`src/rtl/vga_pkg.sv`:
```
// Shared VGA timing defaults, totals and scanout state encoding.
// Default timing is 640x480 at a 25 MHz-class pixel clock.
package vga_pkg;

  localparam int H_ACTIVE_D = 640;
  localparam int H_FP_D     = 16;
  localparam int H_SYNC_D   = 96;
  localparam int H_BP_D     = 48;
  localparam int H_TOTAL_D  =
    H_ACTIVE_D + H_FP_D + H_SYNC_D + H_BP_D;

  localparam int V_ACTIVE_D = 480;
  localparam int V_FP_D     = 10;
  localparam int V_SYNC_D   = 2;
  localparam int V_BP_D     = 33;
  localparam int V_TOTAL_D  =
    V_ACTIVE_D + V_FP_D + V_SYNC_D + V_BP_D;

  typedef enum logic {
    WAIT_FILL = 1'b0,
    RUN       = 1'b1
  } state_e;

  function automatic int cnt_w(int n);
    return (n < 2) ? 1 : $clog2(n);
  endfunction

endpackage

```
`src/rtl/vga_timing.sv`:
```
// Raster position counters plus active/sync/origin decode.
// Counters hold at the origin whenever run is low.
module vga_timing
  import vga_pkg::*;
#(
  parameter int H_ACTIVE = H_ACTIVE_D,
  parameter int H_FP     = H_FP_D,
  parameter int H_SYNC   = H_SYNC_D,
  parameter int H_BP     = H_BP_D,
  parameter int V_ACTIVE = V_ACTIVE_D,
  parameter int V_FP     = V_FP_D,
  parameter int V_SYNC   = V_SYNC_D,
  parameter int V_BP     = V_BP_D
) (
  input  logic clk,
  input  logic rst,
  input  logic run,
  output logic active,
  output logic hsync_on,
  output logic vsync_on,
  output logic origin,
  output logic wrap
);

  localparam int HT = H_ACTIVE + H_FP + H_SYNC + H_BP;
  localparam int VT = V_ACTIVE + V_FP + V_SYNC + V_BP;
  localparam int HW = cnt_w(HT);
  localparam int VW = cnt_w(VT);

  localparam logic [HW-1:0] H_LAST = HW'(HT - 1);
  localparam logic [VW-1:0] V_LAST = VW'(VT - 1);
  localparam logic [HW-1:0] H_VIS  = HW'(H_ACTIVE);
  localparam logic [VW-1:0] V_VIS  = VW'(V_ACTIVE);
  localparam logic [HW-1:0] HS_BEG = HW'(H_ACTIVE + H_FP);
  localparam logic [HW-1:0] HS_END =
    HW'(H_ACTIVE + H_FP + H_SYNC);
  localparam logic [VW-1:0] VS_BEG = VW'(V_ACTIVE + V_FP);
  localparam logic [VW-1:0] VS_END =
    VW'(V_ACTIVE + V_FP + V_SYNC);

  logic [HW-1:0] h_cnt;
  logic [VW-1:0] v_cnt;
  logic          h_end;
  logic          v_end;

  assign h_end = (h_cnt == H_LAST);
  assign v_end = (v_cnt == V_LAST);

  always_ff @(posedge clk or negedge rst) begin
    if (!rst) begin
      h_cnt <= '0;
      v_cnt <= '0;
    end else if (!run) begin
      h_cnt <= '0;
      v_cnt <= '0;
    end else if (h_end) begin
      h_cnt <= '0;
      v_cnt <= v_end ? '0 : v_cnt + 1'b1;
    end else begin
      h_cnt <= h_cnt + 1'b1;
    end
  end

  assign active   = (h_cnt < H_VIS) && (v_cnt < V_VIS);
  assign hsync_on = (h_cnt >= HS_BEG) && (h_cnt < HS_END);
  assign vsync_on = (v_cnt >= VS_BEG) && (v_cnt < VS_END);
  assign origin   = (h_cnt == '0) && (v_cnt == '0);
  assign wrap     = h_end && v_end;

endmodule

```
`src/rtl/pixel_scanout.sv`:
```
// Display scanout: waits for FIFO fill, then streams pixels with
// syncs, all outputs one clock behind the raster position.
module pixel_scanout
  import vga_pkg::*;
#(
  parameter int H_ACTIVE = H_ACTIVE_D,
  parameter int H_FP     = H_FP_D,
  parameter int H_SYNC   = H_SYNC_D,
  parameter int H_BP     = H_BP_D,
  parameter int V_ACTIVE = V_ACTIVE_D,
  parameter int V_FP     = V_FP_D,
  parameter int V_SYNC   = V_SYNC_D,
  parameter int V_BP     = V_BP_D
) (
  input  logic        clk,
  input  logic        rst,
  input  logic        en,
  input  logic [23:0] fifo_data,
  input  logic        fifo_empty,
  output logic        rd_en,
  output logic [23:0] rgb,
  output logic        hsync,
  output logic        vsync,
  output logic        blank,
  output logic        frame_start,
  output logic        underflow
);

  state_e state_q;
  state_e state_d;
  logic   run;
  logic   active;
  logic   hsync_on;
  logic   vsync_on;
  logic   origin;
  logic   wrap;
  logic   rd_q;

  assign run = (state_q == RUN);

  vga_timing #(
    .H_ACTIVE (H_ACTIVE),
    .H_FP     (H_FP),
    .H_SYNC   (H_SYNC),
    .H_BP     (H_BP),
    .V_ACTIVE (V_ACTIVE),
    .V_FP     (V_FP),
    .V_SYNC   (V_SYNC),
    .V_BP     (V_BP)
  ) u_timing (
    .clk      (clk),
    .rst      (rst),
    .run      (run),
    .active   (active),
    .hsync_on (hsync_on),
    .vsync_on (vsync_on),
    .origin   (origin),
    .wrap     (wrap)
  );

  always_ff @(posedge clk or negedge rst) begin
    if (!rst) state_q <= WAIT_FILL;
    else      state_q <= state_d;
  end

  // en is only honoured at the last clock of a frame
  always_comb begin
    state_d = state_q;
    unique case (state_q)
      WAIT_FILL: if (en && !fifo_empty) state_d = RUN;
      RUN:       if (wrap && !en)       state_d = WAIT_FILL;
      default:   state_d = WAIT_FILL;
    endcase
  end

  assign rd_en = run && active && !fifo_empty;

  always_ff @(posedge clk or negedge rst) begin
    if (!rst) begin
      rd_q        <= 1'b0;
      hsync       <= 1'b1;
      vsync       <= 1'b1;
      blank       <= 1'b1;
      frame_start <= 1'b0;
      underflow   <= 1'b0;
    end else begin
      rd_q        <= rd_en;
      hsync       <= !(run && hsync_on);
      vsync       <= !(run && vsync_on);
      blank       <= !(run && active);
      frame_start <= run && origin;
      if (run && active && fifo_empty)
        underflow <= 1'b1;
    end
  end

  // FIFO word arrives the clock after rd_en, in step with the syncs
  assign rgb = rd_q ? fifo_data : '0;

endmodule

```
`config.mk`:
```
export PLATFORM = sky130hd
export DESIGN_NAME = pixel_scanout
export DESIGN_NICKNAME = d
export VERILOG_FILES = /design/src/rtl/vga_pkg.sv /design/src/rtl/vga_timing.sv /design/src/rtl/pixel_scanout.sv
export SDC_FILE = /design/constraint.sdc
export NUM_CORES = 1
export LEC_CHECK = 0
export CORE_MARGIN = 2
export CORE_UTILIZATION = 30
export CTS_BUF_LIST = sky130_fd_sc_hd__clkbuf_2
export DETAILED_ROUTE_END_ITERATION = 8
export PLACE_DENSITY = 0.63
export SLEW_MARGIN = 20
export SYNTH_ARGS = -nofsm -noshare
export SYNTH_HDL_FRONTEND = slang
export SYNTH_SLANG_ARGS = --single-unit
```
`constraint.sdc`:
```
create_clock -name clk -period 2.1 [get_ports clk]
set_input_delay 0.21 -clock clk [delete_from_list [all_inputs] [get_ports clk]]
set_output_delay 0.21 -clock clk [all_outputs]
set_load 0.1 [all_outputs]
```
# == After elaboration in Yosys (flattened, before gate mapping) ==
# Index checks and enable logic that the tools add are counted.
# totals
reg_bits,27
in_bits,28
output_inout_bits,30
elab_cells,50
# classes
addsub,2
magnitude_cmp,6
n_eq_ne,3
mux,9
bitwise_logic,1
reduce_logical,20
# ops
op,count
two-way mux 10 bit,5
two-way mux 24 bit,1
"adder 10 x 1 -> 10 bit, second input constant",2
"equality test 10 bit, second input constant",2
zero test 10 bit,2
"< comparator 10 bit, second input constant",2
"< comparator 10 x 9 -> 1 bit, second input constant",2
logical AND 1 bit,13
">= comparator 10 bit, second input constant",1
">= comparator 10 x 9 -> 1 bit, second input constant",1
zero test 1 bit,5
two-way mux 1 bit,2
"!= test 2 x 1 -> 1 bit, second input constant",1
case mux 1 bit (2 select lines),1
NOT 1 bit,1

# == Longest topological paths before layout ==
# Gate-level depths: netlist (run 1).
# depth
word_depth,5
depth_mapped,7
ltp_nobuf,6

# == Cells and area by module ==
# A second synthesis (run 1) with hierarchy kept.
# unflattened
hier_cells,165
hier_area_um2,1566.5
# by_module_without_submodules
module,instances,cells_per_inst,area_per_inst_um2,seq_area_each_um2
vga_timing,1,123,1144.8,500.5
pixel_scanout,1,42,421.7,178.9

# == Least setup slack after synthesis (run 1) ==
# No wires, ideal clock.
# synth_timing
path_type,register to register
from,reg u_timing.v_cnt[5]
to,reg rd_q
setup_ns,0.265
arrival_time_ns,2.052
t_required_ns,1.835
path_slack_ns,-0.217
path_stages_with_launch,5
path_buffers,0
period_less_slack_ns,2.317
path_cell_list,dfrtp_1 -> and3_1 -> nand2_1 -> nand3_1 -> nor2_1
# synth_via
elab_chain_len,4
# synth_lines
item,line,text
"start, declared",vga_timing.sv:42,logic [VW-1:0] v_cnt;
"start signal, assigned",vga_timing.sv:58,v_cnt <= v_end ? '0 : v_cnt + 1'b1;
< comparator 10 x 9 -> 1 bit,vga_timing.sv:64,assign active = (h_cnt < H_VIS) && (v_cnt < V_VIS);
logical AND 1 bit,vga_timing.sv:64,
logical AND 1 bit (2 in series),pixel_scanout.sv:76,assign rd_en = run && active && !fifo_empty;
net rd_en,pixel_scanout.sv:20,"output logic rd_en,"
"end signal, assigned",pixel_scanout.sv:87,rd_q <= rd_en;
"end, declared",pixel_scanout.sv:37,logic rd_q;
# The timed path passes the listed nets, and every way through them passes these cells.
# A chain may end at the register's enable or synchronous reset.

# == Final worst setup path (run 1) ==
# layout_timing
from,reg u_timing.v_cnt[5]
to,out rd_en
# layout_via
elab_chain_len,4
# layout_lines
item,line
< comparator 10 x 9 -> 1 bit,vga_timing.sv:64
logical AND 1 bit,vga_timing.sv:64
logical AND 1 bit (2 in series),pixel_scanout.sv:76
"end, declared",pixel_scanout.sv:20
# Every way passes these cells.

==> flow_metrics.py, run 1 <==
metrics = {
    "grt": {
        "grt_pass1_wl_um": 6980,
        "track_usage_pct": 14.1,
        "grt_antenna_before_repair": 0,
        "grt_pass1_vias": 1380,
        "overflow": 0,
        "grt_max_degree": 28,
    },
    "timing": {
        "finalHoldViolCount": 0,
        "slew_viol_final": 0,
        "rsz0062_at_grt": "false",
        "slew_headroom_pct": 66.9,
        "fin_crit_sh_pct": 91.8,
        "tightest_slew_ns": 0.496,
        "clock-skew-final_ns": 0.00413,
        "setup_viol_count_final": 0,
        "max_freq_mhz": 519,
        "setup_tns_ns": 0,
        "period_needed_ns": 1.93,
    },
    "floorplanning": {
        "num_rows": 26,
        "ioPinCount": 58,
        "fp.dieArea_sq_mm": 0.00609,
        "die_y_um": 78.0,
        "die_w_um": 78.0,
        "core_sq_mm": 0.00520,
        "initial_core_util_pct": 31.6,
    },
    "power_and_ir_drop": {
        "p_leak_nw": 1.06,
        "powerDensity_mw_per_mm2": 611,
        "p_int_uw": 897,
        "finalPower_mw": 1.54,
        "power.switching_uw": 647,
        "pwr-share-clk_pct": 13.6,
        "pwr-share-comb_pct": 40.4,
        "seqPwrFrac_pct": 46.0,
        "p_sw_share_pct": 41.9,
        "vdd_ir_drop_max_mv": 0.278,
    },
    "setup_path": {
        "arrival_ns": 1.72,
        "slowest_stage": "dfrtp_1",
        "max_stage_delay_ns": 0.52,
        "r2r_setup_slack_ns": 0.22,
        "worstSetupPathType": "register to output pin",
        "worstReg2RegEnd": "u_timing.v_cnt[8]",
        "reg2reg_depth": 5,
        "required_ns": 1.89,
        "worstReg2RegStart": "u_timing.h_cnt[0]",
        "startpoint_type": "register",
        "critPathCaptureType": "output pin",
        "critPathCapture": "rd_en",
        "worstPathCellList": "and3_1 > nand2_1 > nand3_1 > nor2_2 > buf_12",
        "worstSetupStartpoint": "u_timing.v_cnt[5]",
        "worst-path-max-fanout": 7,
    },
    "layout": {
        "drive_above_1_share_pct": 23.9,
        "final_nets": 259,
        "syn2layout_area_growth_pct": 53.6,
        "antennaDiodeCount": 0,
    },
    "cts": {
        "cts_resized": 0,
        "clk_pin_slew_ns": 0.26,
        "cts-root-buf": "clkbuf_2",
        "postCtsSetupBuffers": 0,
        "htreeDepth": 1,
        "cts_hold_buffers": 0,
        "numCtsBuffers": 3,
        "clockBufferDepth": 2,
        "clock_latency_ns": 0.37,
        "cts.sinks": 27,
        "cts_tree": "built",
    },
    "synth": {
        "ys_ff_latch": 27,
        "ys_seq_area_share_pct": 41.3,
        "synthArstFlopShare_pct": 100,
        "syn_area_sq_mm": 0.00164,
        "synthAdderAreaFrac_pct": 3.04,
        "synth_compound_area_share_pct": 9.06,
        "syn-num-nets": 201,
        "yosys_warnings": 0,
        "synth_top_family_by_area": "simple AND/OR/NAND/NOR gates",
        "synth.area.mux_share_pct": 0.609,
        "ys_top_cells_by_area": "dfrtp_1, and2_1, dfstp_2",
        "synth_largest_area_cell": "dfrtp_1",
        "synth-main-ff-cell": "dfrtp_1",
        "synth-edff-count": 0,
        "avgSynthCellArea_sq_um": 9.73,
        "ys_types": 45,
        "synthCells": 169,
        "synthSimpleGateAreaFrac_pct": 35.9,
        "yosysTopAreaCellShare_pct": 36.5,
        "synth_xor_area_share_pct": 3.73,
    },
    "placed_design": {
        "place.gp.congestion": 0.832,
        "portBuffers": 57,
        "hpwl_um": 3230,
    },
    "detailed_routing": {
        "viasPerCell": 5.00,
        "drt_iter0_drc": 49,
        "drtAntennaViolNets": 0,
        "drt_wl_total_um": 4180,
        "drc": 0,
        "wl_per_cell_um": 14.1,
        "drt_first_pass_iters": 4,
        "dr_total_vias": 1480,
    },
    "min_path": {
        "min_path_type": "input port to asynchronous set/reset pin",
    },
    "run": {
        "max_cap_violations": 0,
    },
    "outcome": {
        "outcome": "finished, final reports clean",
    },
}
power by group through the flow:
| stage | sequential [mW] | clock (mW) | combinational (mW) |
|---|---|---|---|
| 4_1_cts | 0.710 | 0.213 | 0.628 |
| 5_1_grt | 0.727 | 0.239 | 0.668 |
| 3_5_place_dp | 0.719 | 0 | 0.626 |
| 3_3_place_gp | 0.715 | 0 | 0.620 |
| 2_1_floorplan | 0.676 | 0 | 0.458 |
| 6_report | 0.711 | 0.210 | 0.623 |
worst max-delay path: cells and delay by family (launching register included):
family	cells	cell delay, ns
AND/OR/NAND/NOR	4	0.63
flip-flops	1	0.52
buffers and inverters	1	0.19
cell usage after synthesis, drive strengths merged (3+ instances only):
master and number:
buf 4, nand2 9, dfstp 3, nand4 6
nand2b 4, o211ai 3, nor4 3, nand3 14
and4 3, inv 9, ha 4, nor2 12
clkbuf 4, xnor2 5, dfrtp 24, and2 25
and3 4, a31oi 7, o21ai 4
stage by stage:
stage / cell area [sq um] / util (%) / hold WS [ns] / setup slack [ns] / std cells
CTS: 2520 / 48.5 / 0.157 / 0.163 / 296
detailed placement: 2500 / 48.1 / 0.481 / 0.235 / 292
finish: 2520 / 48.5 / 0.151 / 0.172 / 296
global placement: 2500 / 48.1 / 0.479 / 0.298 / 292
floorplan: 1650 / - / -0.0856 / 0.294 / 169
global route: 2520 / 48.5 / 0.147 / 0.0423 / 296
routing by layer:
metal / track usage [%] / wire length (um)
met1: 19.5 / 1870
met2: 22.0 / 1830
met3: 3.91 / 436
met4: 3.68 / 48
met5: 0 / 0
flip-flops by register name, summed over array words and instances (netlist names):
register	flops
blank	1
run	1
rd_q	1
hsync	1
vsync	1
frame_start	1
u_timing.h_cnt	10
u_timing.v_cnt	10
underflow	1
logic make-up (layout without fill, tap and decap cells):
| group | after synthesis | in the layout |
|---|---|---|
| AO/OA/AOI/OAI | 20 | 20 |
| XOR/XNOR | 7 | 7 |
| adder cells (fa/ha/maj) | 4 | 4 |
| buffers and inverters | 17 | 74 |
| flip-flops | 27 | 27 |
| multiplexers | 1 | 1 |
| AND/OR/NAND/NOR | 93 | 93 |
how the worst min path moves through the flow:
| stage | to | slack, ns | cells after the start |
|---|---|---|---|
| finish | u_timing.v_cnt[6] | 0.15 | 2 |
| global route | rd_q | 0.15 | 2 |
| CTS | u_timing.v_cnt[3] | 0.16 | 2 |
| detailed placement | underflow | 0.48 | 1 |
| global placement | underflow | 0.48 | 1 |
| floorplan | frame_start | -0.09 | 0 |
layout make-up:
| class | instances | area [sq um] |
|---|---|---|
| inverter | 9 | 33.8 |
| clock inverter | 1 | 7.51 |
| fill | 487 | 2680 |
| tap | 70 | 87.6 |
| clock buffer | 3 | 15.0 |
| sequential | 27 | 679 |
| timing repair buffer | 61 | 838 |
| multi-input combinational | 125 | 863 |
layout by cell type, fill, tap and decap left out, drive strengths merged, types with 5 or more instances in the layout:
cell type and n:
nand2 9, and2 25, inv 9, clkdlybuf4s50 27, nand3 14, a31oi 7
dfrtp 24, nand4 6, nor2 12, xnor2 5, buf 34
Note: power is estimated with default switching activity, not from simulation.
==> run 2, diff against run 1 <==
- CORE_ASPECT_RATIO: default -> 1.5
- PLACE_DENSITY: 0.63 -> 0.64
- SYNTH_HIERARCHICAL: default -> 1
==> flow_metrics.py, run 2 <==
metrics = {
    "outcome": {
        "outcome": "finished, final reports clean",
    },
    "floorplanning": {
        "num_rows": 32,
        "die_y_um": 92.5,
        "initial_core_util_pct": 30.8,
        "core_sq_mm": 0.00508,
        "fp.dieArea_sq_mm": 0.00583,
        "ioPinCount": 58,
        "die_w_um": 63,
    },
    "grt": {
        "track_usage_pct": 14.3,
        "grt_pass1_vias": 1384,
        "grt_antenna_before_repair": 0,
        "grt_pass1_wl_um": 6690,
        "grt_max_degree": 28,
        "overflow": 0,
    },
    "timing": {
        "setup_viol_count_final": 0,
        "finalHoldViolCount": 0,
        "max_freq_mhz": 508,
        "slew_headroom_pct": 65.7,
        "rsz0062_at_grt": "false",
        "setup_tns_ns": 0,
        "worst_slack_ns": 0.130,
        "fin_crit_sh_pct": 93.8,
        "tightest_slew_ns": 0.509,
        "clock-skew-final_ns": 0.0285,
        "period_needed_ns": 1.97,
        "slew_viol_final": 0,
    },
    "power_and_ir_drop": {
        "vdd_ir_drop_max_mv": 0.302,
        "p_leak_nw": 1.08,
        "powerDensity_mw_per_mm2": 593,
    },
    "cts": {
        "clock_latency_ns": 0.38,
        "cts_hold_buffers": 0,
        "numCtsBuffers": 3,
        "clockBufferDepth": 2,
        "cts-root-buf": "clkbuf_2",
        "cts_tree": "built",
        "cts.sinks": 27,
        "clk_pin_slew_ns": 0.28,
        "htreeDepth": 1,
    },
    "synth": {
        "synthCells": 165,
        "yosysMostFrequentCell": "dfrtp_1",
        "synth_largest_area_cell": "dfrtp_1",
        "yosys_warnings": 6,
        "ys_top_cells_by_count": "dfrtp_1, nor2_1, and2_2",
        "ys_seq_area_share_pct": 43.4,
        "syn-num-nets": 197,
        "ys_ff_latch": 27,
        "yosysTopAreaCellShare_pct": 38.3,
        "synth-main-ff-cell": "dfrtp_1",
        "synth-edff-count": 0,
        "avgSynthCellArea_sq_um": 9.49,
        "ys_types": 38,
        "ys_top_cells_by_area": "dfrtp_1, and2_2, dfstp_2",
        "syn_area_sq_mm": 0.00157,
        "synthArstFlopShare_pct": 100,
    },
    "setup_path": {
        "critPathCaptureType": "output pin",
        "worst-path-max-fanout": 4,
        "required_ns": 1.89,
        "arrival_ns": 1.76,
        "startpoint_type": "register",
        "worstSetupPathType": "register to output pin",
    },
    "min_path": {
        "min_path_type": "input port to asynchronous set/reset pin",
    },
    "detailed_routing": {
        "drtAntennaViolNets": 0,
        "viasPerCell": 4.89,
        "drt_iter0_drc": 53,
        "drt_first_pass_iters": 4,
        "wl_per_cell_um": 13.9,
        "dr_total_vias": 1437,
        "drt_wl_total_um": 4070,
        "drc": 0,
    },
    "layout": {
        "antennaDiodeCount": 0,
        "top_regs": "u_timing/h_cnt: 10 flops, u_timing/v_cnt: 10 flops",
        "syn2layout_area_growth_pct": 59.0,
        "ff_latch_area_sq_um": 679,
        "multi_input_area_sq_um": 838,
        "final_nets": 259,
        "mostFrequentLayoutCells": "clkdlybuf4s50_1, buf_12, dfrtp_1, and2_2, nor2_1",
        "fill_cells": 471,
        "drive_above_1_share_pct": 28.8,
        "final_common_cell": "clkdlybuf4s50_1",
    },
    "placed_design": {
        "pre_cts_ws_ns": 0.297,
        "place.gp.congestion": 0.809,
        "portBuffers": 57,
        "hpwl_um": 3250,
    },
    "run": {
        "max_cap_violations": 0,
    },
}
run 2: layer usage:
layer	part of all wire [%]	vias to the layer above	track usage, %
met1	44	651	17.5
li1	-	699	-
met3	7.9	12	3.16
met4	3.2	0	7.22
met2	45	75	23.4
met5	0	-	0
run 2: power by group:
part / internal [mW] / total, mW / switching [mW]
clock network: 0.0433 / 0.206 / 0.162
logic: 0.246 / 0.589 / 0.343
registers: 0.588 / 0.681 / 0.0936
run 2: worst paths after layout:
check	startpoint	end	slack [ns]	cells after the start
worst max-delay path	u_timing/v_cnt[7]	rd_en	0.13	7
worst min-delay path	rst	u_timing/v_cnt[0]	0.15	2
worst max register to register	u_timing/h_cnt[0]	u_timing/v_cnt[6]	0.28	6
worst min register to register	u_timing/h_cnt[0]	u_timing/h_cnt[0]	0.52	1
max in group asynchronous	rst	hsync	1.62	2
min in group clk	fifo_empty	rd_q	0.41	2
run 2: cells by family (layout without fill, tap and decap cells):
group / after synthesis / in the layout / synth area share (%)
DFF: 27 / 27 / 43.4
and+or+nand+nor: 90 / 90 / 33.7
xor gates and xnor gates: 9 / 9 / 5.03
adders and majority gates: 4 / 4 / 3.20
AOI/OAI and AO/OA: 22 / 22 / 10.1
muxes: 1 / 1 / 0.719
buffers and inverters: 12 / 73 / 3.91
run 2: worst max-delay path, cell delays in order (launching register included):
cell and delay (ns):
dfrtp_1 0.47, and2_1 0.19, nand3_2 0.11, nand2_1 0.06, nor2_1 0.08, nand2_1 0.14
nor2_4 0.15, buf_12 0.18
run 2: layout make-up:
class	count	share of cell area, %
flip-flops and latches	27	27.3
multi-input cells	126	33.7
inverters	8	1.21
well taps	68	3.42
clock buffers	3	0.603
clock inverters	1	0.201
repair buffers	61	33.7
run 2: repair_timing:
item / CTS / global route
buffers inserted: 0 / 2
endpoints found under the setup margin: 0 / 1
resized for setup: 0 / 2
run 2: stage by stage:
step / std cells / hold slack [ns] / util, % / cell area (sq um) / total power [mW]
4_1_cts: 292 / 0.163 / 48.5 / 2470 / 1.49
5_1_grt: 294 / 0.184 / 49.0 / 2490 / 1.55
3_5_place_dp: 288 / 0.494 / 48.1 / 2450 / 1.28
6_report: 294 / 0.151 / 49.0 / 2490 / 1.48
2_1_floorplan: 165 / -0.0856 / - / 1570 / 1.04
3_3_place_gp: 288 / 0.459 / 48.1 / 2450 / 1.28
==> run 3, diff against run 2 <==
- CORE_UTILIZATION: 30 -> 46
- PLACE_DENSITY: 0.64 -> 0.89
- RECOVER_POWER: default -> 100
==> flow_metrics.py, run 3 (synthesis gave the netlist of run 2 again) <==
metrics = {
    "cts": {
        "clock_latency_ns": 0.35,
        "cts-root-buf": "clkbuf_2",
        "clockBufferDepth": 2,
        "cts.sinks": 27,
        "cts_tree": "built",
        "cts_hold_buffers": 0,
        "numCtsBuffers": 3,
        "htreeDepth": 1,
        "clk_pin_slew_ns": 0.24,
    },
    "setup_path": {
        "arrival_ns": 1.75,
        "worstSetupStartpoint": "u_timing/v_cnt[7]",
        "critPathCaptureType": "output pin",
        "worstReg2RegStart": "u_timing/h_cnt[7]",
        "worst-path-max-fanout": 4,
        "required_ns": 1.89,
        "startpoint_type": "register",
        "r2r_setup_slack_ns": 0.19,
        "worstSetupPathType": "register to output pin",
    },
    "power_and_ir_drop": {
        "powerDensity_mw_per_mm2": 603,
        "power.switching_uw": 597,
        "finalPower_mw": 1.49,
        "pwr-share-clk_pct": 13.4,
        "seqPwrFrac_pct": 45.6,
        "vdd_ir_drop_max_mv": 0.562,
        "pwr-share-comb_pct": 41.0,
        "p_sw_share_pct": 40.1,
        "p_int_uw": 891,
        "p_leak_nw": 1.08,
    },
    "timing": {
        "clock-skew-final_ns": 0.00500,
        "slew_viol_final": 0,
        "fin_crit_sh_pct": 93.3,
        "rsz0062_at_grt": "false",
        "setup_viol_count_final": 0,
        "tightest_slew_ns": 1.37,
        "whs_ns": 0.451,
        "slew_headroom_pct": 8.36,
        "setup_tns_ns": 0,
        "period_needed_ns": 1.96,
        "finalHoldViolCount": 0,
        "max_freq_mhz": 510,
    },
    "grt": {
        "globalRouteMet1Util_pct": 24.9,
        "globalRouteMet2Util_pct": 39.7,
        "grt_pass1_vias": 1426,
        "track_usage_pct": 22.0,
        "grt_antenna_before_repair": 0,
        "grtUsageMet3_pct": 4.12,
        "grt_pass1_wl_um": 6440,
        "grt_max_degree": 28,
        "gr-max-usage-layer": "met2",
        "overflow": 0,
    },
    "layout": {
        "drive_above_1_share_pct": 29.1,
        "syn2layout_area_growth_pct": 57.4,
        "fin_util_pct": 74.3,
        "mostFrequentLayoutCells": "clkdlybuf4s50_1, buf_12, dfrtp_1, and2_2, nor2_1",
        "final_nets": 260,
        "final_common_cell": "clkdlybuf4s50_1",
        "fill_cells": 223,
        "top_regs": "u_timing/h_cnt: 10 flops, u_timing/v_cnt: 10 flops",
        "layout.cells.non_filler": 269,
        "antennaDiodeCount": 0,
    },
    "floorplanning": {
        "die_y_um": 75.5,
        "fp.dieArea_sq_mm": 0.00390,
        "die_w_um": 51.6,
        "core_sq_mm": 0.00332,
        "num_rows": 26,
        "initial_core_util_pct": 47.2,
        "ioPinCount": 58,
    },
    "detailed_routing": {
        "drt_iter0_drc": 43,
        "drt_wl_total_um": 4180,
        "drt_first_pass_iters": 4,
        "dr_total_vias": 1490,
        "wl_per_cell_um": 15.5,
        "viasPerCell": 5.54,
        "drtAntennaViolNets": 0,
        "drc": 0,
    },
    "placed_design": {
        "place.gp.congestion": 0.907,
        "portBuffers": 57,
        "dp.cells": 264,
        "hpwl_um": 3360,
    },
    "min_path": {
        "min_path_type": "input port to register",
        "worst_hold_startpoint": "fifo_empty",
    },
    "run": {
        "max_cap_violations": 0,
    },
    "outcome": {
        "outcome": "finished, final reports clean",
    },
}
[run 3: changes by cell type in the layout (fill, tap and decap cells not counted), sizes merged]
cell / delta
clkbuf: +2
clkdlybuf4s50: -1
clkinv: -1
dlygate4sd3: +1
[run 3: critical path, cell delays in order (launching register included)]
cell,delay [ns]
dfrtp_1,0.46
and2_1,0.19
nand3_1,0.15
nand2_1,0.07
nor2_1,0.12
nand2_2,0.11
nor2_4,0.12
buf_12,0.18
[run 3: power by group through the flow]
stage	logic, mW	registers [mW]	clock network, mW
floorplan	0.358	0.686	0
global placement	0.592	0.682	0
detailed placement	0.609	0.687	0
CTS	0.610	0.677	0.206
global route	0.644	0.690	0.227
finish	0.610	0.679	0.199
[run 3: path summary, 6_finish.rpt]
path	to	cells past startpoint
min reg2reg	u_timing/h_cnt[0]	1
min in group asynchronous	run	2
max reg2reg	u_timing/v_cnt[6]	6
max in group asynchronous	u_timing/v_cnt[5]	2
min	rd_q	2
max	rd_en	7
[run 3: routing by layer]
metal  wire, um  vias to the layer above
li1           -                      694
met1       1600                      695
met2       2080                       86
met3        383                       15
met4        118                        0
met5          0                        -
[run 3: through the flow]
stage | setup WS, ns | cell area, sq um
floorplan | 0.190 | 1570
global placement | 0.285 | 2430
detailed placement | 0.188 | 2430
CTS | 0.0329 | 2450
global route | 0.00154 | 2470
finish | 0.140 | 2470
[run 3: timing repair]
| action | in CTS | in global routing |
|---|---|---|
| endpoints found under the setup margin | 0 | 2 |
| buffers inserted | 0 | 1 |
| gates resized for setup | 0 | 4 |
[run 3: area by class of cell]
class | instances | area [sq um] | area share [%]
clock buffer | 4 | 20.0 | 0.812
inverter | 8 | 30.0 | 1.22
multi-input combinational | 126 | 842 | 34.1
sequential | 27 | 679 | 27.5
tap | 42 | 52.6 | 2.13
timing repair buffer | 62 | 842 | 34.1
